## src/rtl/mem_stream_pkg.sv

```systemverilog
// Shared state encoding and width helpers for the memory stream reader.
package mem_stream_pkg;

  typedef enum logic [1:0] {
    IDLE   = 2'd0,
    RUN    = 2'd1,
    DRAIN  = 2'd2,
    FINISH = 2'd3
  } state_e;

  // A one-word memory still needs a one-bit address bus.
  function automatic int addr_width(input int height);
    return (height > 1) ? $clog2(height) : 1;
  endfunction

  function automatic int len_width(input int height);
    return (height > 0) ? $clog2(height + 1) : 1;
  endfunction

endpackage

```

## src/rtl/mem_stream_reader_chk.sv

```systemverilog
// Simulation-only protocol checks for the memory stream reader.
module mem_stream_reader_chk #(
  parameter int HEIGHT = 1,
  parameter int LW     = 1
) (
  input logic          clk,
  input logic          rst_n,
  input logic          push,
  input logic          full,
  input logic          pop,
  input logic          accept,
  input logic [LW-1:0] length
);

`ifndef TARGET_SYNTHESIS
  a_no_push_full: assert property (@(posedge clk) disable iff (!rst_n) (push && full) |-> pop)
    else $error("push into a full FIFO without a pop");

  a_length_range: assert property (@(posedge clk) disable iff (!rst_n) accept |-> (length <= LW'(HEIGHT)))
    else $error("accepted length exceeds memory height");
`endif

endmodule

```

## src/rtl/stream_fifo.sv

```systemverilog
// Small register FIFO; a full FIFO still accepts a push when it is popped in the same cycle.
module stream_fifo #(
  parameter int WIDTH = 16,
  parameter int DEPTH = 2,
  localparam int PW = $clog2(DEPTH),
  localparam int CW = $clog2(DEPTH + 1)
) (
  input  logic             clk,
  input  logic             rst_n,
  input  logic             push,
  input  logic [WIDTH-1:0] push_data,
  input  logic             pop,
  output logic [WIDTH-1:0] head,
  output logic             full,
  output logic             empty,
  output logic [CW-1:0]    count
);

  logic [WIDTH-1:0] mem_r [DEPTH];
  logic [PW-1:0]    wr_ptr_r;
  logic [PW-1:0]    rd_ptr_r;
  logic [CW-1:0]    count_r;
  logic             pop_s;
  logic             push_s;

  function automatic logic [PW-1:0] ptr_next(input logic [PW-1:0] p);
    return (p == PW'(DEPTH - 1)) ? {PW{1'b0}} : p + PW'(1);
  endfunction

  assign empty  = (count_r == CW'(0));
  assign full   = (count_r == CW'(DEPTH));
  assign count  = count_r;
  assign head   = mem_r[rd_ptr_r];
  assign pop_s  = pop && !empty;
  assign push_s = push && (!full || pop_s);

  // Storage, pointers and occupancy; storage is cleared so the head reads zero out of reset.
  always_ff @(posedge clk or negedge rst_n) begin
    if (!rst_n) begin
      for (int i = 0; i < DEPTH; i++) begin
        mem_r[i] <= {WIDTH{1'b0}};
      end
      wr_ptr_r <= {PW{1'b0}};
      rd_ptr_r <= {PW{1'b0}};
      count_r  <= {CW{1'b0}};
    end else begin
      if (push_s) begin
        mem_r[wr_ptr_r] <= push_data;
        wr_ptr_r        <= ptr_next(wr_ptr_r);
      end
      if (pop_s) begin
        rd_ptr_r <= ptr_next(rd_ptr_r);
      end
      if (push_s && !pop_s) begin
        count_r <= count_r + CW'(1);
      end else if (!push_s && pop_s) begin
        count_r <= count_r - CW'(1);
      end else begin
        count_r <= count_r;
      end
    end
  end

endmodule

```

## src/rtl/mem_stream_reader.sv

```systemverilog
// Streams a wrap-around address range out of an attached memory through a small FIFO;
// read_en is raised only on cycles that actually fetch a word.
module mem_stream_reader
  import mem_stream_pkg::*;
#(
  parameter int WIDTH      = 16,
  parameter int HEIGHT     = 1,
  parameter int FIFO_DEPTH = 2,
  localparam int AW = addr_width(HEIGHT),
  localparam int LW = len_width(HEIGHT),
  localparam int CW = $clog2(FIFO_DEPTH + 1)
) (
  input  logic             clk,
  input  logic             arst_n_in,
  input  logic             start,
  input  logic [AW-1:0]    base_addr,
  input  logic [LW-1:0]    length,
  output logic             busy,
  output logic             done,
  output logic [AW-1:0]    read_addr,
  output logic             read_en,
  input  logic [WIDTH-1:0] qin,
  output logic [WIDTH-1:0] out_data,
  output logic             out_valid,
  input  logic             out_ready
);

  state_e        state_r;
  logic [AW-1:0] addr_r;
  logic [LW-1:0] rem_r;
  logic          issue_s;
  logic          drained_s;
  logic          pop_s;
  logic          full_s;
  logic          empty_s;
  logic [CW-1:0] count_s;

  assign out_valid = !empty_s;
  assign pop_s     = out_valid && out_ready;
  assign read_en   = issue_s;
  assign read_addr = addr_r;
  assign busy      = (state_r != IDLE);
  assign done      = (state_r == FINISH);

  // Fetch only while words remain and the FIFO has room, counting a same-cycle pop as room.
  always_comb begin
    issue_s = 1'b0;
    if ((state_r == RUN) && (rem_r != {LW{1'b0}}) && (!full_s || pop_s)) begin
      issue_s = 1'b1;
    end else begin
      issue_s = 1'b0;
    end
  end

  // FIFO ends this cycle empty.
  always_comb begin
    drained_s = 1'b0;
    if ((count_s == CW'(0)) || ((count_s == CW'(1)) && pop_s)) begin
      drained_s = 1'b1;
    end else begin
      drained_s = 1'b0;
    end
  end

  // Command FSM with address and remaining-word counters.
  always_ff @(posedge clk or negedge arst_n_in) begin
    if (!arst_n_in) begin
      state_r <= IDLE;
      addr_r  <= {AW{1'b0}};
      rem_r   <= {LW{1'b0}};
    end else begin
      case (state_r)
        IDLE: begin
          if (start) begin
            if (length != {LW{1'b0}}) begin
              addr_r  <= base_addr;
              rem_r   <= length;
              state_r <= RUN;
            end else begin
              state_r <= FINISH;
            end
          end
        end
        RUN: begin
          if (issue_s) begin
            addr_r <= (addr_r == AW'(HEIGHT - 1)) ? {AW{1'b0}} : addr_r + AW'(1);
            rem_r  <= rem_r - LW'(1);
            if (rem_r == LW'(1)) begin
              state_r <= DRAIN;
            end
          end
        end
        DRAIN: begin
          if (drained_s) begin
            state_r <= FINISH;
          end
        end
        FINISH: state_r <= IDLE;
        default: state_r <= IDLE;
      endcase
    end
  end

  stream_fifo #(
    .WIDTH(WIDTH),
    .DEPTH(FIFO_DEPTH)
  ) u_fifo (
    .clk      (clk),
    .rst_n    (arst_n_in),
    .push     (issue_s),
    .push_data(qin),
    .pop      (pop_s),
    .head     (out_data),
    .full     (full_s),
    .empty    (empty_s),
    .count    (count_s)
  );

`ifndef TARGET_SYNTHESIS
  mem_stream_reader_chk #(
    .HEIGHT(HEIGHT),
    .LW    (LW)
  ) u_chk (
    .clk   (clk),
    .rst_n (arst_n_in),
    .push  (issue_s),
    .full  (full_s),
    .pop   (pop_s),
    .accept((state_r == IDLE) && start),
    .length(length)
  );
`endif

endmodule

```

## config.mk

```make
export PLATFORM = sky130hd
export DESIGN_NAME = mem_stream_reader
export DESIGN_NICKNAME = d
export VERILOG_FILES = /design/src/rtl/mem_stream_pkg.sv /design/src/rtl/mem_stream_reader_chk.sv /design/src/rtl/stream_fifo.sv /design/src/rtl/mem_stream_reader.sv
export SDC_FILE = /design/constraint.sdc
export NUM_CORES = 1
export LEC_CHECK = 0
export CORE_ASPECT_RATIO = 0.6
export CORE_UTILIZATION = 54
export DETAILED_ROUTE_END_ITERATION = 6
export HOLD_SLACK_MARGIN = 0.08
export PLACE_DENSITY = 0.84
export SLEW_MARGIN = 20
export SYNTH_ARGS = -nofsm -noshare
export SYNTH_HDL_FRONTEND = slang
export SYNTH_SLANG_ARGS = --single-unit
```

## constraint.sdc

```tcl
create_clock -name clk -period 2.84 [get_ports clk]
set_clock_uncertainty 0.05 [all_clocks]
set_input_delay 0.284 -clock clk [delete_from_list [all_inputs] [get_ports clk]]
set_output_delay 0.284 -clock clk [all_outputs]
set_load 0.005 [all_outputs]
```

==> flow_summary.yaml <==
route:
  drtIter0Drc: 41
  drc: 0
  routedWlPerCell_um: 16.8
  avgViaCountPerCell: 5.38
  drtAntennaViolNets: 0
  wirelength_mm: 3.88
  vias: 1243
  dr.pass1.iters: 4
place:
  dp_worst_setup_slack_ns: 0.540
  dp_hpwl_mm: 2.75
  port-buffer-count: 42
  dp.cells: 223
  gp_congestion: 0.837
cells_and_area:
  fillers: 217
  multi_input_area_um2: 928
  regArea_um2: 1000
  fin_util_pct: 76.0
  syn_to_final_growth_pct: 28.3
  layout.nets: 215
  drive_above_1_share_pct: 33.3
  stdcell_count: 231
  diodes: 0
setup_path:
  r2r_cells: 7
  start_kind: "register"
  critPathLaunch: "u_fifo.rd_ptr_r"
  required_ns: 2.51
  crit_type: "register to primary output"
  cp_max_fo: 17
  rrSetupSlack_ns: 0.59
  worstSetupEndpointType: "primary output"
  timing.rr.start: "state_r[1]"
  cp_data_arrival_time_ns: 2.00
  r2r_end: "u_fifo.mem_r[16]"
  endpoint: "out_data[1]"
sta:
  worst_pin_slew_ns: 0.875
  maxSlewHeadroom_pct: 41.7
  hold-worst-slack_ns: 0.0568
  timing.final.crit_period_ns: 2.34
  rsz0062_at_grt: "false"
  timing.fmax_mhz: 428
  min_period_over_period_pct: 82.4
  fin_ws_ns: 0.501
  hold_viol: 0
  setup-violations-final: 0
  finalMaxSlewViolations: 0
  fin_tns_setup_ns: 0
flow_run:
  maxCapViolCount: 0
clock_tree:
  ctsResizeCount: 0
  root_buffer: "clkbuf_8"
  postCtsHoldBufs: 0
  clock_sinks: 40
  cts_tree: "built"
  clock_latency_ns: 0.29
  cts.clk_slew.worst_paths_ns: 0.08
  clk_path_buf_depth: 2
  cts_max_level: 2
  cts_buffers: 5
  post_cts_buffers: 0
die:
  initial_core_util_pct: 59.2
  row_count: 16
  die_x_um: 81.1
  die-area_um2: 4010
  dieHeight_um: 49.5
  pin_count: 43
  fp.coreArea_um2: 3420
power:
  p_seq_share_pct: 33.0
  p_leak_nw: 1.15
  p_switching_uw: 942
  combinationalPowerShare_pct: 47.5
  peakVddDrop_v: 0.000734
  p_clk_share_pct: 19.5
  p_sw_share_pct: 28.7
  powerDensity_nw_per_um2: 1260
  p_int_mw: 2.34
synth:
  syn_nets: 170
  synth_area_per_cell_um2: 14.5
  ys_types: 27
  yosys_warnings: 0
  ys_seq_area_share_pct: 49.4
  synth-edff-count: 0
  async_reset_ff_share_pct: 100
  synth_flop_cell: "dfrtp_1"
  synth-seq-cells: 40
  netlist_area_um2: 2030
  synthCells: 140
run_status:
  status: "complete, no violations"
hold_path:
  hp-class: "input port to async pin"
global_route:
  grt_max_degree: 41
  grt_pass1_vias: 1320
  grt_pass1_wl_mm: 6.63
  antenna_found_initial: 0
  grt_use_total_pct: 22.6
  grt_overflow: 0
## state kept, by name, summed over array words and instances, names as in the netlist
signal,flops
u_fifo.wr_ptr_r,1
u_fifo.count,2
u_fifo.rd_ptr_r,1
state_r,2
read_addr,1
rem_r,1
u_fifo.mem_r,32
## cells in the mapped netlist (2+ instances only)
cell	count	area [µm²]
mux2_2	28	315
mux2_4	20	300
nor2_1	2	7.51
mux2i_1	2	20.0
nand3_1	2	10.0
xnor2_1	2	17.5
xor2_1	2	17.5
buf_6	2	22.5
nand2_1	5	18.8
ha_1	8	100
buf_12	2	40.0
dfrtp_1	40	1000
inv_1	7	26.3
a21oi_1	3	15.0
o21ai_0	3	15.0
## logic make-up (layout without fill, tap and decap cells)
kind of cell,after synthesis,after routing,synth area share [%]
AOI/OAI and AO/OA,11,11,4.01
xor gates and xnor gates,4,4,1.73
adders and majority gates,8,8,4.94
buffers and inverters,13,59,4.81
DFF,40,40,49.4
muxes,50,50,31.4
and+or+nand+nor,14,14,3.77
## layer usage
layer  routed length (µm)  up-vias  part of all wire, %  track usage (%)
met5                    0        -                    0                0
met4                   16        0                 0.41             4.46
met3                  141        3                  3.6             7.04
met2                 1760       30                   45             33.9
met1                 1960      634                   50             32.6
li1                     -      576                    -                -
## metrics by stage
step | instance area [µm²] | power (mW)
final | 2600 | 3.29
after detailed placement | 2440 | 2.66
after floorplan | 2030 | 2.06
after global routing | 2600 | 3.51
after global placement | 2440 | 2.59
after CTS | 2600 | 3.31
## area by class of cell
cell class	count	share of cell area, %
inverters	7	1.01
multi-input cells	87	35.7
flip-flops and latches	40	38.5
well taps	45	2.16
repair buffers	44	16.5
clock inverters	3	3.46
clock buffers	5	2.65
## cell usage in the layout, fill, tap and decap left out
master	count
buf_4	2
mux2_2	28
a22o_1	1
nand3_1	2
bufinv_16	3
a21oi_4	1
and2b_1	1
ha_1	8
a21oi_1	3
dfrtp_1	40
a311o_1	1
mux2_4	20
xor2_1	2
inv_1	7
clkbuf_8	5
clkdlybuf4s50_1	41
nand2b_4	1
o211ai_1	1
nand2_1	5
xnor2_1	2
mux2i_1	2
buf_2	1
and2_1	1
nand2b_1	1
nor2_1	2
o2111ai_1	1
o21ai_0	3
nand2_2	1
## worst max-delay path, cell delays in order (launching register included)
cell and delay (ns):
dfrtp_1 0.84, mux2_2 0.42, clkdlybuf4s50_1 0.45
## power groups by stage
stage	clock network (mW)	registers, mW	logic [mW]
6_report	0.640	1.09	1.56
5_1_grt	0.679	1.13	1.70
4_1_cts	0.645	1.09	1.58
3_5_place_dp	0	1.09	1.57
3_3_place_gp	0	1.07	1.52
2_1_floorplan	0	0.984	1.08
## how the worst min path moves through the flow
stage	start	endpoint	slack (ns)	depth (start not counted)
6_report	arst_n_in	u_fifo.count[0]	0.06	1
4_1_cts	arst_n_in	u_fifo.mem_r[25]	0.09	1
3_3_place_gp	arst_n_in	u_fifo.count[0]	0.38	1
5_1_grt	arst_n_in	u_fifo.count[0]	0.11	1
2_1_floorplan	arst_n_in	read_addr	-0.06	0
3_5_place_dp	arst_n_in	u_fifo.count[0]	0.40	1
(Power assumes the default switching activity.)
